File: config.mk
export PLATFORM = sky130hd
export DESIGN_NAME = alu_sequencer_flat
export DESIGN_NICKNAME = d
export VERILOG_FILES = /design/src/rtl/alu_sequencer_pkg.sv /design/src/rtl/alu_sequencer_if.sv /design/src/rtl/alu_sequencer_debouncer.sv /design/src/rtl/alu_sequencer.sv /design/src/flat_wrapper.sv
export SDC_FILE = /design/constraint.sdc
export NUM_CORES = 1
export LEC_CHECK = 0
export ABC_AREA = 1
export CAP_MARGIN = 20
export CORE_ASPECT_RATIO = 2
export CORE_UTILIZATION = 48
export CTS_BUF_LIST = sky130_fd_sc_hd__clkbuf_4
export CTS_CLUSTER_SIZE = 24
export DETAILED_ROUTE_END_ITERATION = 6
export PLACE_DENSITY = 0.83
export SLEW_MARGIN = 15
export SYNTH_ARGS = -nofsm -noshare
export SYNTH_HDL_FRONTEND = slang
export SYNTH_SLANG_ARGS = --single-unit
File: constraint.sdc
create_clock -name clk -period 7.1 [get_ports clk]
set_input_delay 1.42 -clock clk [delete_from_list [all_inputs] [get_ports clk]]
set_output_delay 1.42 -clock clk [all_outputs]
set_load 0.05 [all_outputs]
File: src/rtl/alu_sequencer_pkg.sv
// rtl/alu_sequencer_pkg.sv - shared state encodings and default parameters for the ALU sequencer
package alu_sequencer_pkg;

    typedef enum logic [1:0] {
        S_A   = 2'd0,
        S_B   = 2'd1,
        S_OP  = 2'd2,
        S_RES = 2'd3
    } state_t;

    localparam int DEFAULT_BUS_WIDTH       = 16;
    localparam int DEFAULT_OP_WIDTH        = 6;
    localparam int DEFAULT_DEBOUNCE_CYCLES = 1000000;

endpackage

File: src/rtl/alu_sequencer_if.sv
// rtl/alu_sequencer_if.sv - front panel and ALU signal bundle of the ALU sequencer
interface alu_sequencer_if #(
    parameter int BUS_WIDTH = 16,
    parameter int OP_WIDTH  = 6
);

    logic [BUS_WIDTH-1:0] i_switches;
    logic                 i_button;
    logic                 i_clear;
    logic [BUS_WIDTH-1:0] i_alu_result;
    logic [BUS_WIDTH-1:0] o_dato_a;
    logic [BUS_WIDTH-1:0] o_dato_b;
    logic [OP_WIDTH-1:0]  o_opcode;
    logic [BUS_WIDTH-1:0] o_result;
    logic                 o_valid;
    logic [1:0]           o_state;

    // Sequencer side: consumes panel inputs and the ALU result, drives operands and LEDs
    modport slave (
        input  i_switches,
        input  i_button,
        input  i_clear,
        input  i_alu_result,
        output o_dato_a,
        output o_dato_b,
        output o_opcode,
        output o_result,
        output o_valid,
        output o_state
    );

    // Panel/ALU side: the mirror image of the sequencer
    modport master (
        output i_switches,
        output i_button,
        output i_clear,
        output i_alu_result,
        input  o_dato_a,
        input  o_dato_b,
        input  o_opcode,
        input  o_result,
        input  o_valid,
        input  o_state
    );

endinterface

File: src/rtl/alu_sequencer_debouncer.sv
// rtl/alu_sequencer_debouncer.sv - synchronizer, stability counter and press pulse for the enter button
import alu_sequencer_pkg::*;

module button_debouncer #(
    parameter int DEBOUNCE_CYCLES = DEFAULT_DEBOUNCE_CYCLES
) (
    input  logic clk,
    input  logic reset,
    input  logic i_raw,
    output logic o_level,
    output logic o_press
);

    localparam int CW = (DEBOUNCE_CYCLES > 1) ? $clog2(DEBOUNCE_CYCLES) : 1;
    localparam logic [CW-1:0] CNT_LAST = CW'(DEBOUNCE_CYCLES - 1);

    logic          s1;
    logic          s2;
    logic [CW-1:0] cnt;

    // Two-flop synchronizer for the raw asynchronous button
    always_ff @(posedge clk or posedge reset) begin
        if (reset) begin
            s1 <= 1'b0;
            s2 <= 1'b0;
        end else begin
            s1 <= i_raw;
            s2 <= s1;
        end
    end

    // Accept a new level only after it has differed for DEBOUNCE_CYCLES consecutive cycles
    always_ff @(posedge clk or posedge reset) begin
        if (reset) begin
            cnt     <= '0;
            o_level <= 1'b0;
            o_press <= 1'b0;
        end else begin
            o_press <= 1'b0;
            if (s2 != o_level) begin
                if (cnt == CNT_LAST) begin
                    cnt     <= '0;
                    o_level <= s2;
                    o_press <= s2;
                end else begin
                    cnt <= cnt + 1'b1;
                end
            end else begin
                cnt <= '0;
            end
        end
    end

endmodule

File: src/rtl/alu_sequencer.sv
// rtl/alu_sequencer.sv - single-button operand/opcode entry FSM driving the switch ALU
import alu_sequencer_pkg::*;

module alu_sequencer #(
    parameter int BUS_WIDTH       = DEFAULT_BUS_WIDTH,
    parameter int OP_WIDTH        = DEFAULT_OP_WIDTH,
    parameter int DEBOUNCE_CYCLES = DEFAULT_DEBOUNCE_CYCLES
) (
    input  logic            clk,
    input  logic            reset,
    alu_sequencer_if.slave  bus
);

    state_t state_q;
    state_t state_d;

    logic btn_level;
    logic btn_press;
    logic press;

    logic load_a;
    logic load_b;
    logic load_op;
    logic capture;
    logic valid_clr;

    logic [BUS_WIDTH-1:0] dato_a_q;
    logic [BUS_WIDTH-1:0] dato_b_q;
    logic [OP_WIDTH-1:0]  opcode_q;
    logic [BUS_WIDTH-1:0] result_q;
    logic                 valid_q;

    button_debouncer #(
        .DEBOUNCE_CYCLES (DEBOUNCE_CYCLES)
    ) u_debouncer (
        .clk     (clk),
        .reset   (reset),
        .i_raw   (bus.i_button),
        .o_level (btn_level),
        .o_press (btn_press)
    );

    // The pulse is only raised on a rising accepted level, so qualifying with the level is belt and braces
    assign press = btn_press & btn_level;

    // Next state and load strobes; clear outranks a coincident press
    always_comb begin
        state_d   = state_q;
        load_a    = 1'b0;
        load_b    = 1'b0;
        load_op   = 1'b0;
        capture   = 1'b0;
        valid_clr = 1'b0;
        if (bus.i_clear) begin
            state_d   = S_A;
            valid_clr = 1'b1;
        end else begin
            case (state_q)
                S_A: begin
                    if (press) begin
                        load_a    = 1'b1;
                        valid_clr = 1'b1;
                        state_d   = S_B;
                    end
                end
                S_B: begin
                    if (press) begin
                        load_b  = 1'b1;
                        state_d = S_OP;
                    end
                end
                S_OP: begin
                    if (press) begin
                        load_op = 1'b1;
                        state_d = S_RES;
                    end
                end
                S_RES: begin
                    if (press) begin
                        valid_clr = 1'b1;
                        state_d   = S_A;
                    end else begin
                        capture = 1'b1;
                    end
                end
                default: state_d = S_A;
            endcase
        end
    end

    // State register
    always_ff @(posedge clk or posedge reset) begin
        if (reset) begin
            state_q <= S_A;
        end else begin
            state_q <= state_d;
        end
    end

    // Operand, opcode and result registers; each changes only on its own strobe
    always_ff @(posedge clk or posedge reset) begin
        if (reset) begin
            dato_a_q <= '0;
            dato_b_q <= '0;
            opcode_q <= '0;
            result_q <= '0;
            valid_q  <= 1'b0;
        end else begin
            if (load_a) begin
                dato_a_q <= bus.i_switches;
            end
            if (load_b) begin
                dato_b_q <= bus.i_switches;
            end
            if (load_op) begin
                opcode_q <= bus.i_switches[OP_WIDTH-1:0];
            end
            if (capture) begin
                result_q <= bus.i_alu_result;
                valid_q  <= 1'b1;
            end else if (valid_clr) begin
                valid_q <= 1'b0;
            end
        end
    end

    assign bus.o_dato_a = dato_a_q;
    assign bus.o_dato_b = dato_b_q;
    assign bus.o_opcode = opcode_q;
    assign bus.o_result = result_q;
    assign bus.o_valid  = valid_q;
    assign bus.o_state  = state_q;

endmodule
File: src/flat_wrapper.sv
// flat-port wrapper written by rule: the top's interface ports become plain ports
module alu_sequencer_flat 
#(
    parameter int BUS_WIDTH       = DEFAULT_BUS_WIDTH,
    parameter int OP_WIDTH        = DEFAULT_OP_WIDTH,
    parameter int DEBOUNCE_CYCLES = DEFAULT_DEBOUNCE_CYCLES
)
  (clk, reset, bus_i_switches, bus_i_button, bus_i_clear, bus_i_alu_result, bus_o_dato_a, bus_o_dato_b, bus_o_opcode, bus_o_result, bus_o_valid, bus_o_state);
  alu_sequencer_if #(.BUS_WIDTH(BUS_WIDTH), .OP_WIDTH(OP_WIDTH)) bus_i ();
  input  logic clk;
  input  logic reset;
  input wire logic [$bits(bus_i.i_switches)-1:0] bus_i_switches;
  input wire logic [$bits(bus_i.i_button)-1:0] bus_i_button;
  input wire logic [$bits(bus_i.i_clear)-1:0] bus_i_clear;
  input wire logic [$bits(bus_i.i_alu_result)-1:0] bus_i_alu_result;
  output wire logic [$bits(bus_i.o_dato_a)-1:0] bus_o_dato_a;
  output wire logic [$bits(bus_i.o_dato_b)-1:0] bus_o_dato_b;
  output wire logic [$bits(bus_i.o_opcode)-1:0] bus_o_opcode;
  output wire logic [$bits(bus_i.o_result)-1:0] bus_o_result;
  output wire logic [$bits(bus_i.o_valid)-1:0] bus_o_valid;
  output wire logic [$bits(bus_i.o_state)-1:0] bus_o_state;
  assign bus_i.i_switches = bus_i_switches;
  assign bus_i.i_button = bus_i_button;
  assign bus_i.i_clear = bus_i_clear;
  assign bus_i.i_alu_result = bus_i_alu_result;
  assign bus_o_dato_a = bus_i.o_dato_a;
  assign bus_o_dato_b = bus_i.o_dato_b;
  assign bus_o_opcode = bus_i.o_opcode;
  assign bus_o_result = bus_i.o_result;
  assign bus_o_valid = bus_i.o_valid;
  assign bus_o_state = bus_i.o_state;
  alu_sequencer #(.BUS_WIDTH(BUS_WIDTH), .OP_WIDTH(OP_WIDTH), .DEBOUNCE_CYCLES(DEBOUNCE_CYCLES)) u_core (.clk(clk), .reset(reset), .bus(bus_i));
endmodule
; ---- Yosys cells after proc, flatten, opt, wreduce, memory -nomap -nowiden
; Cells that the tools add are included.
[op_classes]
n_addsub = 1
n_reduce_logical = 5
n_mux = 24
multipliers = 0
bitwise = 1
eq_ne = 9
n_shift = 0
n_div = 0
n_lt_le_gt_ge = 0
[ops]
columns = operator, count
row1 = $mux W20, 2
row2 = $add A20 B1 Y20 const B, 1
row3 = $eq A20 B20 Y1 const B, 1
row4 = $mux W1, 16
row5 = $ne A3 B2 Y1 const B, 4
row6 = $mux W2, 5
row7 = $pmux W2 S4, 1
row8 = $eq A2 B2 Y1 const B, 2
row9 = $reduce_and A4 Y1, 1
row10 = $eq A2 B1 Y1 const B, 1
row11 = $logic_not A2 Y1, 1
row12 = $reduce_and A2 Y1, 1
row13 = $reduce_bool A2 Y1, 1
row14 = $reduce_or A2 Y1, 1
row15 = $and A1 B1 Y1, 1
row16 = $ne A1 B1 Y1, 1
[totals]
latchBits = 0
rom_bits = 0
ram_bits = 0
word_cells = 51
memories = 0
reg_bits = 81

; ---- Depth between registers and ports, before layout
[depth]
ltp_word = 6
ltp_mapped = 9
ltp_nobuf = 9

; ---- By module
; From an unflattened synthesis, not the netlist that was laid out.
[hier_totals]
hier_cells = 430
hier_area_um2 = 3691.0
[modules_own_cells]
columns = module, n_inst, area_per_inst_um2, cells_per_inst
row1 = alu_sequencer, 1, 2369.8, 266
row2 = button_debouncer, 1, 1321.3, 164

; ---- Least setup slack after synthesis
; No wires, ideal clock.
[synth_path]
kind = input -> register
from = input bus_i_clear
to = register u_core.result_q[0], in the netlist u_core.bus.o_result[0]
slack_ns = 4.795
arrival_time_ns = 2.180
cell_stages = 4
path_cell_list = inv_2 nand3_4 buf_12 mux2_4
[synth_via]
elab_chain_cells = 1
[synth_lines]
columns = item, line_no
row1 = "start, declared", flat_wrapper.sv:14  ; input wire logic [$bits(bus_i.i_clear)-1:0] bus_i_clear;
row2 = $mux W1, alu_sequencer.sv:54  ; if (bus.i_clear) begin
row3 = "end signal, assigned", alu_sequencer.sv:119  ; result_q <= bus.i_alu_result;
row4 = "end, declared", alu_sequencer.sv:30  ; logic [BUS_WIDTH-1:0] result_q;
; No other way between the ends.
; A chain may end at the register's enable or synchronous reset.

; ---- Final worst setup path
[layout_path]
from = register u_core.state_q[0], in the netlist u_core.bus.o_state[0]
to = output bus_o_state[0]
[layout_lines]
columns = item, line_no
row1 = "start, declared", alu_sequencer.sv:14  ; state_t state_q;
row2 = "start signal, assigned", alu_sequencer.sv:96  ; state_q <= state_d;
row3 = "end, declared", flat_wrapper.sv:21  ; output wire logic [$bits(bus_i.o_state)-1:0] bus_o_state;
; No word-level cell between the ends.

==> flow_metrics.env <==
export IMPL_crit_start="u_core.bus.o_state[0]$_DFFE_PP0P_"
export IMPL_chipHeight_microns=126
export IMPL_final_nets=500
export IMPL_die_area_sq_um=8080
export IMPL_skew_ns=0.00916
export IMPL_r2r_cells=6
export IMPL_finalWirelength_microns=8310
export IMPL_via_count=2849
export IMPL_p_per_area_nw_per_um2=261
export IMPL_period_needed_ns=3.11
export IMPL_drt_iter0_drc=70
export IMPL_antenna_found_initial=0
export IMPL_timing_rr_end="u_core.u_debouncer.cnt[9]$_DFF_PP0_"
export IMPL_max_freq_mhz=322
export IMPL_grt_pass1_wl_microns=13900
export IMPL_rsz0062_at_grt="no"
export IMPL_clock_sinks=81
export IMPL_maxSlewHeadroom_pct=64.0
export IMPL_synthArstFlopShare_pct=100
export IMPL_dpl_cell_area_sq_um=4650
export IMPL_synthMostInstantiatedCell="dfrtp_1"
export IMPL_cp_start_kind="flop"
export IMPL_place_gp_congestion=0.946
export IMPL_die_width_microns=64.1
export IMPL_end_kind="output port"
export IMPL_syn_num_nets=403
export IMPL_finalSetupViolations=0
export IMPL_drtAntennaViolNets=0
export IMPL_critPathMaxStageDelay_ns=0.83
export IMPL_finalPower_uw=1260
export IMPL_fillerInstances=614
export IMPL_criticalPathCategory="reg -> out"
export IMPL_seqCellArea_sq_um=2030
export IMPL_ir_drop_v=0.000185
export IMPL_hp_class="reg -> reg"
export IMPL_tightest_slew_ns=0.538
export IMPL_stdcell_area_sq_um=4830
export IMPL_portBuffers=92
export IMPL_avgSynthCellArea_sq_um=10.2
export IMPL_crit_buf_inv=1
export IMPL_syn_area_sq_um=3700
export IMPL_ctsLongestPathBuffers=2
export IMPL_path_max_fanout=4
export IMPL_synthAdderAreaFrac_pct=2.03
export IMPL_synthCells=361
export IMPL_area_growth_pct=30.8
export IMPL_antenna_cells=0
export IMPL_dp_hpwl_microns=6010
export IMPL_clk_pin_slew_ns=0.13
export IMPL_leakage_uw=0.00222
export IMPL_ctsHoldBuffers=0
export IMPL_fin_setup_tns_ns=0
export IMPL_yosys_area_share_simple_pct=18.6
export IMPL_yosys_top_cells_count="dfrtp_1, nand2_1, nor2_1"
export IMPL_drtPass1Iterations=6
export IMPL_wl_met1_microns=2980
export IMPL_dr_wl_met2_microns=4440
export IMPL_period_share_pct=43.7
export IMPL_r2r_start="u_core.u_debouncer.cnt[0]$_DFF_PP0_"
export IMPL_synth_mux_area_share_pct=5.79
export IMPL_ys_seq_area_share_pct=54.8
export IMPL_wl_per_cell_microns=14.9
export IMPL_ioPinCount=93
export IMPL_status="complete, no violations"
export IMPL_dp_slack_ns=4.21
export IMPL_cts_tree="yes"
export IMPL_clockRootBuffer="clkbuf_4"
export IMPL_cts_setup_buffers=0
export IMPL_synth_edf_count=0
export IMPL_yosysWarnings=0
export IMPL_cts_buffers_inserted=9
export IMPL_drv_slew=0
export IMPL_multi_input_area_sq_um=1430
export IMPL_maxCapViolCount=0
export IMPL_grt_pass1_vias=3096
export IMPL_yosys_most_used_dff="dfrtp_1"
export IMPL_reg2reg_setup_slack_ns=5.51
export IMPL_cp_num_cells=1
export IMPL_yosys_top_cells_area="dfrtp_1, nand2_1, o21ai_2, nor2_1, inv_1"
export IMPL_synth_compound_area_share_pct=9.58
export IMPL_h_tree_depth=3
export IMPL_drive_gt1_share_pct=15.8
export IMPL_yosysTopAreaCell="dfrtp_1"
export IMPL_coreArea_sq_um=7540
export IMPL_drc_errors=0
export IMPL_synthXorXnorAreaFrac_pct=2.64
export IMPL_met3_length_microns=524
export IMPL_synth_distinct_cells=31
export IMPL_worst_path_max_delay_cell="clkdlybuf4s50_1"
export IMPL_rows=45
export IMPL_critical_path_top_delay_family="buffers and inverters"
export IMPL_critical_path_cell_chain="clkdlybuf4s50_1"
export IMPL_gr_total_overflow=0
export IMPL_grt_max_degree=82
export IMPL_synth_seq_cells=81
export IMPL_worstSetupEndpoint="bus_o_state[0]"
export IMPL_fin_ws_ns=3.99
export IMPL_hold_violations=0
export IMPL_gr_usage_all_layers_pct=22.6
export IMPL_vias_per_cell=5.11
export IMPL_worstPathRequired_ns=5.68
export IMPL_synth_top_family_by_area="simple AND/OR/NAND/NOR gates"
export IMPL_highest_layer="met4"
export IMPL_synth_top_area_share_pct=54.8
export IMPL_worst_hold_slack_ns=0.365
export IMPL_arrival_ns=1.69
export IMPL_start_util_pct=49.0
export IMPL_clock_latency_ns=0.43
export IMPL_ctsResizeCount=0
==> state kept, by name, indices dropped and copies added (netlist names) <==
| register | count |
|---|---|
| u_core.u_debouncer.cnt | 20 |
| u_core.bus.o_dato_b | 16 |
| u_core.u_debouncer.s1 | 1 |
| u_core.bus.o_opcode | 6 |
| u_core.bus.o_state | 2 |
| u_core.bus.o_dato_a | 16 |
| u_core.bus.o_valid | 1 |
| u_core.bus.o_result | 16 |
| u_core.u_debouncer.s2 | 1 |
| u_core.u_debouncer.o_level | 1 |
| u_core.u_debouncer.o_press | 1 |
==> worst min-delay path by stage <==
stage                     slack, ns  cells after the start                         endpoint                            start
final                          0.36                      0  u_core.u_debouncer.s2$_DFF_PP0_  u_core.u_debouncer.s1$_DFF_PP0_
after global routing           0.38                      0  u_core.u_debouncer.s2$_DFF_PP0_  u_core.u_debouncer.s1$_DFF_PP0_
after CTS                      0.37                      0  u_core.u_debouncer.s2$_DFF_PP0_  u_core.u_debouncer.s1$_DFF_PP0_
after detailed placement       0.34                      0  u_core.u_debouncer.s2$_DFF_PP0_  u_core.u_debouncer.s1$_DFF_PP0_
after global placement         0.33                      0  u_core.u_debouncer.s2$_DFF_PP0_  u_core.u_debouncer.s1$_DFF_PP0_
after floorplan                0.33                      0  u_core.u_debouncer.s2$_DFF_PP0_  u_core.u_debouncer.s1$_DFF_PP0_
==> cell type report <==
cell class | count | share of cell area, %
timing repair buffer | 94 | 19.8
clock buffer | 10 | 1.55
tap | 94 | 2.43
sequential | 81 | 41.9
multi-input combinational | 233 | 29.5
inverter | 39 | 3.08
clock inverter | 6 | 1.71
==> where the power goes <==
part	internal, uW	switching (uW)
clock	145	158
combinational	163	255
sequential	511	30.9
total	819	443
==> placed cells by master, fill, tap and decap left out, types with 3 or more instances in the layout <==
cell type,instances
nor2_1,43
xor2_1,4
o21ai_2,23
nor3_1,3
a21oi_1,4
clkinv_2,4
ha_1,6
nand3_1,16
dfrtp_1,81
inv_1,35
clkbuf_4,10
xnor2_1,4
clkdlybuf4s50_1,92
mux2_2,7
o21ai_0,7
nand2_1,70
nand4_1,6
mux2_4,9
nand3_4,3
o21ai_1,15
==> cell families (layout without fill, tap and decap cells) <==
logic type,after synthesis,after routing
adders and majority gates,6,6
and+or+nand+nor,150,150
AOI/OAI and AO/OA,52,52
buffers and inverters,47,149
xor gates and xnor gates,9,9
DFF,81,81
muxes,16,16
==> metal layers <==
layer | vias up | GRT usage [%]
met3 | 35 | 7.43
li1 | 1353 | -
met5 | - | 0
met1 | 1361 | 22.7
met2 | 100 | 39.0
met4 | 0 | 14.2
==> per-stage QoR <==
step / cells / utilization, %
6_report: 557 / 64.1
3_3_place_gp: 540 / 61.6
5_1_grt: 557 / 64.1
4_1_cts: 556 / 63.7
2_1_floorplan: 361 / -
3_5_place_dp: 540 / 61.6
No activity file was read; power rests on OpenSTA's default activity.
